[config.mk]
export PLATFORM = sky130hd
export DESIGN_NAME = tt_eqv_sweeper
export DESIGN_NICKNAME = d
export VERILOG_FILES = /design/src/rtl/tt_eqv_pkg.sv /design/src/rtl/tt_eqv_chan.sv /design/src/rtl/tt_eqv_sweeper.sv
export SDC_FILE = /design/constraint.sdc
export NUM_CORES = 1
export LEC_CHECK = 0
export ABC_AREA = 1
export ABC_CLOCK_PERIOD_IN_PS = 5900
export BUFFER_PORTS_ARGS = -buffer_cell sky130_fd_sc_hd__buf_4
export CORE_AREA = 2 2 78 80
export CTS_CLUSTER_DIAMETER = 80
export DETAILED_ROUTE_END_ITERATION = 8
export DIE_AREA = 0 0 80 82
export PLACE_DENSITY_LB_ADDON = 0.2
export SYNTH_ARGS = -nofsm -noshare
export SYNTH_HDL_FRONTEND = slang
export SYNTH_SLANG_ARGS = --single-unit
[constraint.sdc]
create_clock -name clk -period 5.9 [get_ports clk]
set_clock_uncertainty 0.15 [all_clocks]
set_input_delay 0.295 -clock clk [delete_from_list [all_inputs] [get_ports clk]]
set_output_delay 0.295 -clock clk [all_outputs]
set_load 0.01 [all_outputs]
[src/rtl/tt_eqv_pkg.sv]
// Shared types and helpers for the truth-table equivalence sweeper.
// Latency: n/a (types and pure functions only).
// Backpressure: n/a.
package tt_eqv_pkg;

    typedef enum logic [1:0] {
        ST_IDLE,
        ST_RUN,
        ST_DRAIN,
        ST_DONE
    } state_t;

    localparam int MAX_N_IN = 8;
    localparam int MAX_TT_W = 1 << MAX_N_IN;

    function automatic int tt_width(input int n_in);
        return 1 << n_in;
    endfunction

    // Input 0 is the MSB of k, so vector k lives at table bit (TT_W-1-k).
    function automatic logic tt_bit(input logic [MAX_TT_W-1:0] tbl,
                                    input logic [MAX_N_IN-1:0] k,
                                    input int                  n_in);
        logic [MAX_N_IN-1:0] idx;
        idx = MAX_N_IN'(tt_width(n_in) - 1 - int'(k));
        return tbl[idx];
    endfunction

endpackage

[src/rtl/tt_eqv_chan.sv]
// One channel's result state: observed signature, mismatch count, first failing vector.
// Latency: results update on the edge a sample is presented.
// Backpressure: none; accepts one sample per cycle.
module tt_eqv_chan #(
    parameter int N_IN = 4,
    parameter int TT_W = 16
) (
    input  logic            clk,
    input  logic            rst_n,
    input  logic            clr,
    input  logic            smp_vld,
    input  logic [N_IN-1:0] smp_k,
    input  logic            smp_exp,
    input  logic            dut_bit,
    output logic [TT_W-1:0] sig,
    output logic [N_IN:0]   mm_cnt,
    output logic [N_IN-1:0] first_fail
);

    always_ff @(posedge clk or negedge rst_n) begin
        if (!rst_n) begin
            sig        <= '0;
            mm_cnt     <= '0;
            first_fail <= '0;
        end else if (clr) begin
            sig        <= '0;
            mm_cnt     <= '0;
            first_fail <= '0;
        end else if (smp_vld) begin
            // ~k is TT_W-1-k for an N_IN-bit index.
            sig[~smp_k] <= dut_bit;
            if (dut_bit != smp_exp) begin
                mm_cnt <= mm_cnt + (N_IN+1)'(1);
                if (mm_cnt == '0)
                    first_fail <= smp_k;
            end
        end
    end

endmodule

[src/rtl/tt_eqv_sweeper.sv]
// Exhaustive equivalence sweeper: drives all 2^N_IN vectors to NCH DUT netlists and checks them.
// Latency: done rises TT_W+DUT_LAT+1 cycles after start is sampled.
// Backpressure: none; one vector per cycle, start/cfg_load ignored while busy.
module tt_eqv_sweeper
    import tt_eqv_pkg::*;
#(
    parameter int N_IN    = 4,
    parameter int NCH     = 1,
    parameter int DUT_LAT = 0
) (
    input  logic                   clk,
    input  logic                   rst_n,
    input  logic                   cfg_load,
    input  logic [(1<<N_IN)-1:0]   cfg_tt,
    input  logic                   start,
    input  logic                   abort,
    output logic [N_IN-1:0]        sweep_vec,
    output logic                   sweep_valid,
    input  logic [NCH-1:0]         dut_bit,
    output logic                   busy,
    output logic                   done,
    output logic                   pass,
    output logic [NCH-1:0]         chan_pass,
    output logic [NCH*(1<<N_IN)-1:0] sig,
    output logic [NCH*(N_IN+1)-1:0]  mm_cnt,
    output logic [NCH*N_IN-1:0]      first_fail
);

    localparam int TT_W = tt_width(N_IN);
    localparam int DW   = (DUT_LAT > 1) ? $clog2(DUT_LAT) : 1;

    state_t          state, state_nxt;
    logic [TT_W-1:0] golden;
    logic [N_IN-1:0] k;
    logic [DW-1:0]   drn_cnt;
    logic            clr;
    logic            k_last;
    logic            drn_last;
    logic            idle_or_done;
    logic            run_exp;
    logic            smp_vld;
    logic            smp_en;
    logic [N_IN-1:0] smp_k;
    logic            smp_exp;

    assign k_last       = &k;
    assign drn_last     = (drn_cnt == DW'(DUT_LAT - 1));
    assign idle_or_done = (state == ST_IDLE) || (state == ST_DONE);
    assign run_exp      = tt_bit(MAX_TT_W'(golden), MAX_N_IN'(k), N_IN);

    always_comb begin
        state_nxt = state;
        clr       = 1'b0;
        case (state)
            ST_IDLE, ST_DONE: begin
                if (start) begin
                    state_nxt = ST_RUN;
                    clr       = 1'b1;
                end
            end
            ST_RUN: begin
                if (k_last)
                    state_nxt = (DUT_LAT == 0) ? ST_DONE : ST_DRAIN;
            end
            ST_DRAIN: begin
                if (drn_last)
                    state_nxt = ST_DONE;
            end
            default: state_nxt = ST_IDLE;
        endcase
        // Abort overrides everything and leaves results untouched.
        if (abort) begin
            state_nxt = ST_IDLE;
            clr       = 1'b0;
        end
    end

    always_ff @(posedge clk or negedge rst_n) begin
        if (!rst_n) begin
            state   <= ST_IDLE;
            golden  <= '0;
            k       <= '0;
            drn_cnt <= '0;
        end else begin
            state <= state_nxt;
            if (cfg_load && idle_or_done)
                golden <= cfg_tt;
            if (clr)
                k <= '0;
            else if (state == ST_RUN && !k_last)
                k <= k + N_IN'(1);
            if (state == ST_DRAIN)
                drn_cnt <= drn_cnt + DW'(1);
            else
                drn_cnt <= '0;
        end
    end

    // Expected bit and index ride alongside the DUT pipeline so samples line up.
    generate
        if (DUT_LAT == 0) begin : g_comb
            assign smp_vld = (state == ST_RUN);
            assign smp_k   = k;
            assign smp_exp = run_exp;
        end else begin : g_pipe
            logic            pipe_vld [DUT_LAT];
            logic [N_IN-1:0] pipe_k   [DUT_LAT];
            logic            pipe_exp [DUT_LAT];

            always_ff @(posedge clk or negedge rst_n) begin
                if (!rst_n) begin
                    for (int i = 0; i < DUT_LAT; i++) begin
                        pipe_vld[i] <= 1'b0;
                        pipe_k[i]   <= '0;
                        pipe_exp[i] <= 1'b0;
                    end
                end else begin
                    pipe_vld[0] <= (state == ST_RUN) && !abort && !clr;
                    pipe_k[0]   <= k;
                    pipe_exp[0] <= run_exp;
                    for (int i = 1; i < DUT_LAT; i++) begin
                        pipe_vld[i] <= pipe_vld[i-1] && !abort && !clr;
                        pipe_k[i]   <= pipe_k[i-1];
                        pipe_exp[i] <= pipe_exp[i-1];
                    end
                end
            end

            assign smp_vld = pipe_vld[DUT_LAT-1];
            assign smp_k   = pipe_k[DUT_LAT-1];
            assign smp_exp = pipe_exp[DUT_LAT-1];
        end
    endgenerate

    assign smp_en = smp_vld && !abort && ((state == ST_RUN) || (state == ST_DRAIN));

    generate
        for (genvar c = 0; c < NCH; c++) begin : g_chan
            tt_eqv_chan #(
                .N_IN (N_IN),
                .TT_W (TT_W)
            ) u_chan (
                .clk        (clk),
                .rst_n      (rst_n),
                .clr        (clr),
                .smp_vld    (smp_en),
                .smp_k      (smp_k),
                .smp_exp    (smp_exp),
                .dut_bit    (dut_bit[c]),
                .sig        (sig[c*TT_W +: TT_W]),
                .mm_cnt     (mm_cnt[c*(N_IN+1) +: (N_IN+1)]),
                .first_fail (first_fail[c*N_IN +: N_IN])
            );
            assign chan_pass[c] = done && (mm_cnt[c*(N_IN+1) +: (N_IN+1)] == '0);
        end
    endgenerate

    assign sweep_vec   = k;
    assign sweep_valid = (state == ST_RUN);
    assign busy        = (state == ST_RUN) || (state == ST_DRAIN);
    assign done        = (state == ST_DONE);
    assign pass        = done && (&chan_pass);

endmodule

==> results of run 1 <==
==> state kept, by name, indices dropped and copies added (netlist names) <==
signal / count
g_chan.u_chan.mm_cnt: 5
drn_cnt: 1
g_chan.u_chan.first_fail: 4
state: 2
golden: 16
sweep_vec: 4
g_chan.u_chan.sig: 16
==> cell type report <==
| class | instances | area [um2] |
|---|---|---|
| Clock buffer | 5 | 68.8 |
| Clock inverter | 2 | 60.1 |
| Fill cell | 571 | 2650 |
| Inverter | 50 | 193 |
| Multi-Input combinational cell | 198 | 1040 |
| Sequential cell | 48 | 1200 |
| Tap cell | 75 | 93.8 |
| Timing Repair Buffer | 57 | 433 |
==> routing by layer <==
layer / vias to the layer above / global-route usage [%] / share of wire, %
met5: - / 0 / 0
met4: 0 / 6.61 / 1.6
met3: 8 / 3.52 / 4.0
met2: 47 / 28.8 / 47
met1: 1001 / 23.5 / 47
li1: 1088 / - / -
==> synthesized netlist by cell type (all sizes together) <==
cell type	number	area, um2
a21oi	20	104
a311oi	1	8.76
a31oi	1	6.26
and3	1	6.26
buf	6	46.3
clkbuf	4	15.0
clkinv	1	8.76
dfrtp	48	1200
ha	9	113
inv	49	184
nand2	67	262
nand3	16	103
nand4	5	37.5
nor2	29	111
nor3	2	10.0
nor4	1	6.26
o21ai	24	131
o221ai	1	8.76
o22ai	15	93.8
o31ai	1	7.51
or2	3	18.8
xor2	2	17.5
==> metrics by stage <==
step,utilization (%),setup slack [ps],hold slack (ps),cells
final,53.9,3400,83.9,435
after global routing,53.9,3110,93.9,435
after CTS,53.9,3380,72.8,435
after detailed placement,51.3,3390,209,426
after global placement,51.3,3510,200,426
after floorplan,-,4050,-151,306
==> cells in the final DEF, fill, tap and decap left out <==
| cell | instances |
|---|---|
| ha_1 | 9 |
| o21ai_1 | 5 |
| inv_2 | 4 |
| a31oi_1 | 1 |
| dlygate4sd3_1 | 2 |
| nand3_2 | 2 |
| a21oi_1 | 19 |
| nand4_1 | 4 |
| a311oi_1 | 1 |
| clkinv_4 | 1 |
| or2_2 | 3 |
| clkbuf_8 | 5 |
| o31ai_1 | 1 |
| a21oi_2 | 1 |
| o21ai_0 | 18 |
| o221ai_1 | 1 |
| nor2_1 | 28 |
| xor2_1 | 2 |
| nand4_2 | 1 |
| nor3_1 | 2 |
| nand2_2 | 4 |
| bufinv_16 | 2 |
| o22ai_1 | 15 |
| nand3_4 | 1 |
| nor4_1 | 1 |
| nor2_2 | 1 |
| dfrtp_1 | 48 |
| and3_1 | 1 |
| nand3_1 | 13 |
| buf_4 | 55 |
| nand2_1 | 63 |
| inv_1 | 45 |
| o21ai_4 | 1 |
==> path summary, 6_finish.rpt <==
| path | from | end | slack, ps | cells past startpoint |
|---|---|---|---|---|
| max | state[0]$_DFFE_PN0P_ | g_chan[0].u_chan.sig[1]$_DFFE_PN0P_ | 3400 | 7 |
| min | cfg_tt[4] | golden[4]$_DFFE_PN0P_ | 80 | 3 |
| max reg2reg | state[0]$_DFFE_PN0P_ | g_chan[0].u_chan.sig[1]$_DFFE_PN0P_ | 3400 | 7 |
| min reg2reg | drn_cnt$_DFF_PN0_ | drn_cnt$_DFF_PN0_ | 300 | 1 |
| max in group asynchronous | rst_n | g_chan[0].u_chan.sig[11]$_DFFE_PN0P_ | 4790 | 2 |
| min in group asynchronous | rst_n | g_chan[0].u_chan.sig[14]$_DFFE_PN0P_ | 390 | 2 |
==> where the power goes <==
part	internal (mW)	switching (mW)
sequential	0.430	0.0724
clock	0.167	0.109
combinational	0.234	0.370
==> worst min-delay path, stage by stage <==
cell	delay [ps]
buf_4	80
nor2_1	30
a21oi_1	100
==> timing repair <==
| action | 4_1_cts | 5_1_grt |
|---|---|---|
| hold buffers | 2 | 0 |
| endpoints found under the hold margin | 49 | 0 |
| setup buffers | 0 | 0 |
| resized for setup | 0 | 0 |
==> logic make-up (layout without fill, tap and decap cells) <==
kind of cell	count (synthesis)	in the layout
compound gates	63	63
xor+xnor	2	2
fa+ha+maj	9	9
buf+inv	60	114
flops	48	48
simple gates	124	124
==> results.json, run 1 <==
{
  "run_status": "finished clean",
  "antenna_cell_count": 0,
  "std_cell_rows": 28,
  "totalPowerFinal_mw": 1.38,
  "max_stage_delay_ps": 420,
  "p_per_area_nw_per_um2": 447,
  "crit_path_start_kind": "flip-flop",
  "design_area_um2": 3090,
  "drv_cap": 0,
  "grt_antenna_before_repair": 0,
  "cp_slowest_cell": "nand2_1",
  "post_synth_fa_ha_maj_area_fraction_pct": 4.50,
  "critical_path.n_buffers_inverters": 2,
  "crit_fanout": 25,
  "drt_pass1_iterations": 6,
  "track_usage_pct": 17.7,
  "clk_path_buf_depth": 2,
  "clock_latency_on_the_worst_skew_pair_ps": 300,
  "mappedNetlistArea_um2": 2500,
  "cts_sinks": 48,
  "fp.dieH_um": 82,
  "crit_path_cell_trace": "inv_1 -> ha_1 -> nand3_2 -> inv_2 -> nor2_1 -> nand2_1 -> o22ai_1",
  "timing.slew.headroom_pct": 39.0,
  "worst-endpoint-required_ps": 5920,
  "core_area_um2": 5750,
  "1st_iter_drt_viols": 153,
  "timing.final.hold_violations": 0,
  "grt_pass1_wl_mm": 9.14,
  "layout-drive-gt1-share_pct": 22.5,
  "number_of_h_tree_levels": 2,
  "crit_family": "simple AND/OR/NAND/NOR gates",
  "drcViolationCount": 0,
  "syn_to_final_growth_pct": 23.8,
  "avgSynthCellArea_um2": 8.17,
  "design.die.area_um2": 6560,
  "cp_data_arrival_time_ps": 2520,
  "grt_max_degree": 49,
  "layout_worst_path_cycle_share_pct": 42.4,
  "die_width_um": 80,
  "post_synth_and_or_nand_nor_area_fraction_pct": 22.2,
  "hpwlAfterDp_mm": 3.73,
  "first_global_vias": 1996,
  "routabilityCongestion": 0.807,
  "pin_count": 56,
  "viasPerCell": 4.93,
  "total_number_of_vias": 2144,
  "static-leakage-power_nw": 1.58,
  "rsz0062_at_grt": "no",
  "ys_ff_latch": 48,
  "design.final.nets": 391,
  "post_drt_wl_per_cell_um": 12.4,
  "clkSlewWorstSetupHoldPaths_ps": 90,
  "combinational_family_with_the_most_area_after_synthesis": "simple AND/OR/NAND/NOR gates",
  "tritoncts": "built",
  "final_antenna_net_count": 0,
  "cts-root-buf": "clkbuf_8",
  "worst_hold_path_type": "primary input to flip-flop",
  "placement.io_buffers": 55,
  "synth_fp_nets": 337,
  "worstSetupEndpointType": "flip-flop",
  "initial_core_util_pct": 43.5,
  "synth.distinct_cells": 35,
  "totalWireLength_mm": 5.39,
  "layout_min_cycle_time_ps": 2500,
  "gr-total-overflow": 0,
  "synth_seq_area_share_pct": 48.0,
  "synth.area.mux_share_pct": 0,
  "synth-xor-area-share_pct": 0.701,
  "dpl_cell_area_um2": 2950,
  "timing.final.setup_violations": 0,
  "fin_tns_setup_ps": 0,
  "worstSetupPathType": "flip-flop to flip-flop",
  "synth_compound_area_share_pct": 14.4,
  "syn_inst": 306,
  "timing_max_transition_violations_final": 0,
  "worst_ir_drop_vdd_mv": 0.176,
  "cts-buffers-inserted": 5,
  "max_freq_ghz": 0.400,
  "timing_worst_slew_pin_value_ps": 913,
  "ys.warnings.count": 0
}
No activity file was read; power rests on OpenSTA's default activity.
==> run 2, diff against run 1 <==
--- a/config.mk
+++ b/config.mk
@@ -6,7 +6,7 @@
 export NUM_CORES = 1
 export LEC_CHECK = 0
 export ABC_AREA = 1
-export ABC_CLOCK_PERIOD_IN_PS = 5900
+export ABC_CLOCK_PERIOD_IN_PS = 2150
 export BUFFER_PORTS_ARGS = -buffer_cell sky130_fd_sc_hd__buf_4
 export CORE_AREA = 2 2 78 80
 export CTS_CLUSTER_DIAMETER = 80
==> constraint.sdc (replaced) <==
create_clock -name clk -period 2.15 [get_ports clk]
set_clock_uncertainty 0.15 [all_clocks]
set_input_delay 0.1075 -clock clk [delete_from_list [all_inputs] [get_ports clk]]
set_output_delay 0.1075 -clock clk [all_outputs]
set_load 0.01 [all_outputs]
==> run 2 against run 1 <==
- die area unchanged
- power rose to 2.6 times the previous value
- critical path depth stayed put
- global-route usage grew 1.2 points
- flip-flop and latch count is the same
- worst setup slack worse by 3100 ps
- worst hold slack got worse by 60 ps
- critical path type unchanged
- largest cell class unchanged
==> results.json, run 2 (synthesis gave the netlist of run 1 again) <==
{
  "run_status": "finished clean",
  "placement.io_buffers": 55,
  "number_of_h_tree_levels": 2,
  "drt_pass1_iterations": 4,
  "post_drt_wl_per_cell_um": 12.1,
  "worst-endpoint-required_ps": 2220,
  "worst_ir_drop_vdd_mv": 0.488,
  "clkSlewWorstSetupHoldPaths_ps": 90,
  "rsz0062_at_grt": "no",
  "drv_cap": 0,
  "design.die.area_um2": 6560,
  "worstSetupEndpointType": "flip-flop",
  "totalPowerFinal_mw": 3.66,
  "cts-buffers-inserted": 5,
  "grt_max_degree": 49,
  "worstSetupPathType": "flip-flop to flip-flop",
  "gr-total-overflow": 0,
  "timing.final.hold_violations": 0,
  "layout_worst_path_cycle_share_pct": 88.3,
  "1st_iter_drt_viols": 142,
  "fp.dieH_um": 82,
  "max_freq_ghz": 0.527,
  "crit_path_start_kind": "flip-flop",
  "track_usage_pct": 18.9,
  "drcViolationCount": 0,
  "routabilityCongestion": 0.838,
  "cts-root-buf": "clkbuf_8",
  "total_number_of_vias": 2204,
  "final_antenna_net_count": 0,
  "totalWireLength_mm": 5.53,
  "layout.cells.most_common": "nand2_1",
  "grt_pass1_wl_mm": 9.76,
  "syn_to_final_growth_pct": 30.3,
  "grt_antenna_before_repair": 0,
  "fin_tns_setup_ps": 0,
  "timing.slew.headroom_pct": 60.4,
  "ff2ff_path_depth": 7,
  "pin_count": 56,
  "die_width_um": 80,
  "initial_core_util_pct": 43.5,
  "design.final.nets": 412,
  "tritoncts": "built",
  "cts_sinks": 48,
  "depth_of_the_worst_hold_timing_path": 4,
  "std_cell_rows": 28,
  "layout_common_cells": "62 x nand2_1, 60 x buf_4, 47 x dfrtp_1",
  "core_area_um2": 5750,
  "antenna_cell_count": 0,
  "layout_min_cycle_time_ps": 1900,
  "layout-drive-gt1-share_pct": 22.8,
  "hpwlAfterDp_mm": 3.93,
  "clock_latency_on_the_worst_skew_pair_ps": 300,
  "static-leakage-power_nw": 1.65,
  "first_global_vias": 2113,
  "top_regs": "g_chan.u_chan.sig (16), golden (16), g_chan.u_chan.mm_cnt (5)",
  "crit_fanout": 15,
  "timing_worst_slew_pin_value_ps": 594,
  "cp_data_arrival_time_ps": 1970,
  "clk_path_buf_depth": 2,
  "worst_hold_path_type": "primary input to flip-flop",
  "timing_max_transition_violations_final": 0,
  "nFillCells": 575,
  "timing.final.setup_violations": 0,
  "viasPerCell": 4.82,
  "p_per_area_nw_per_um2": 1120
}
-- run 2: worst paths after layout --
| kind | startpoint | to | slack, ps |
|---|---|---|---|
| max | state[0]$_DFFE_PN0P_ | g_chan[0].u_chan.sig[9]$_DFFE_PN0P_ | 250 |
| min | start | g_chan[0].u_chan.sig[0]$_DFFE_PN0P_ | 20 |
| max reg2reg | state[0]$_DFFE_PN0P_ | g_chan[0].u_chan.sig[9]$_DFFE_PN0P_ | 250 |
| min reg2reg | drn_cnt$_DFF_PN0_ | drn_cnt$_DFF_PN0_ | 280 |
| max in group asynchronous | rst_n | sweep_vec[0]$_DFFE_PN0P_ | 1210 |
| min in group asynchronous | rst_n | g_chan[0].u_chan.sig[3]$_DFFE_PN0P_ | 210 |
-- run 2: stage by stage --
step | cells | util (%) | area (um2) | setup slack [ps] | hold slack (ps)
floorplan | 306 | - | 2500 | 296 | -338
global placement | 431 | 51.9 | 2980 | 157 | 11.5
detailed placement | 431 | 51.9 | 2980 | 83.1 | 16.8
CTS | 457 | 56.6 | 3250 | 72.6 | 16.1
global route | 457 | 56.7 | 3260 | 61.0 | 36.9
finish | 457 | 56.7 | 3260 | 251 | 24.1
-- run 2: repair_timing --
item,4_1_cts,5_1_grt
setup endpoints to repair,0,24
buffers inserted,0,0
hold buffers,18,0
endpoints found under the hold margin,66,0
gates resized for setup,0,2
-- run 2: per-layer routing --
| metal | vias to the layer above | GRT usage, % | routed length, um |
|---|---|---|---|
| li1 | 1138 | - | - |
| met1 | 1007 | 25.8 | 2460 |
| met2 | 55 | 31.2 | 2750 |
| met3 | 4 | 3.74 | 276 |
| met4 | 0 | 4.75 | 46 |
| met5 | - | 0 | 0 |
-- run 2: power breakdown --
| group | internal [mW] | leakage (nW) | total [mW] | switching, mW |
|---|---|---|---|---|
| sequential | 1.18 | 0.609 | 1.38 | 0.198 |
| clock | 0.263 | 0.0455 | 0.547 | 0.285 |
| combinational | 0.693 | 0.994 | 1.73 | 1.04 |
-- run 2: worst max-delay path, stage by stage, from the launching register on --
cell and delay, ps:
dfrtp_1 380, inv_1 70, ha_1 350, nand3_2 120, inv_2 50, nor2_1 240
nand2_2 260, o22ai_1 220
-- run 2: area by class of cell --
type | instances | area [um2] | share of cell area (%)
Multi-Input combinational cell | 198 | 1050 | 32.2
Timing Repair Buffer | 78 | 631 | 19.4
Inverter | 50 | 193 | 5.92
Sequential cell | 48 | 1200 | 36.9
Clock buffer | 8 | 90.1 | 2.77
Tap cell | 75 | 93.8 | 2.88
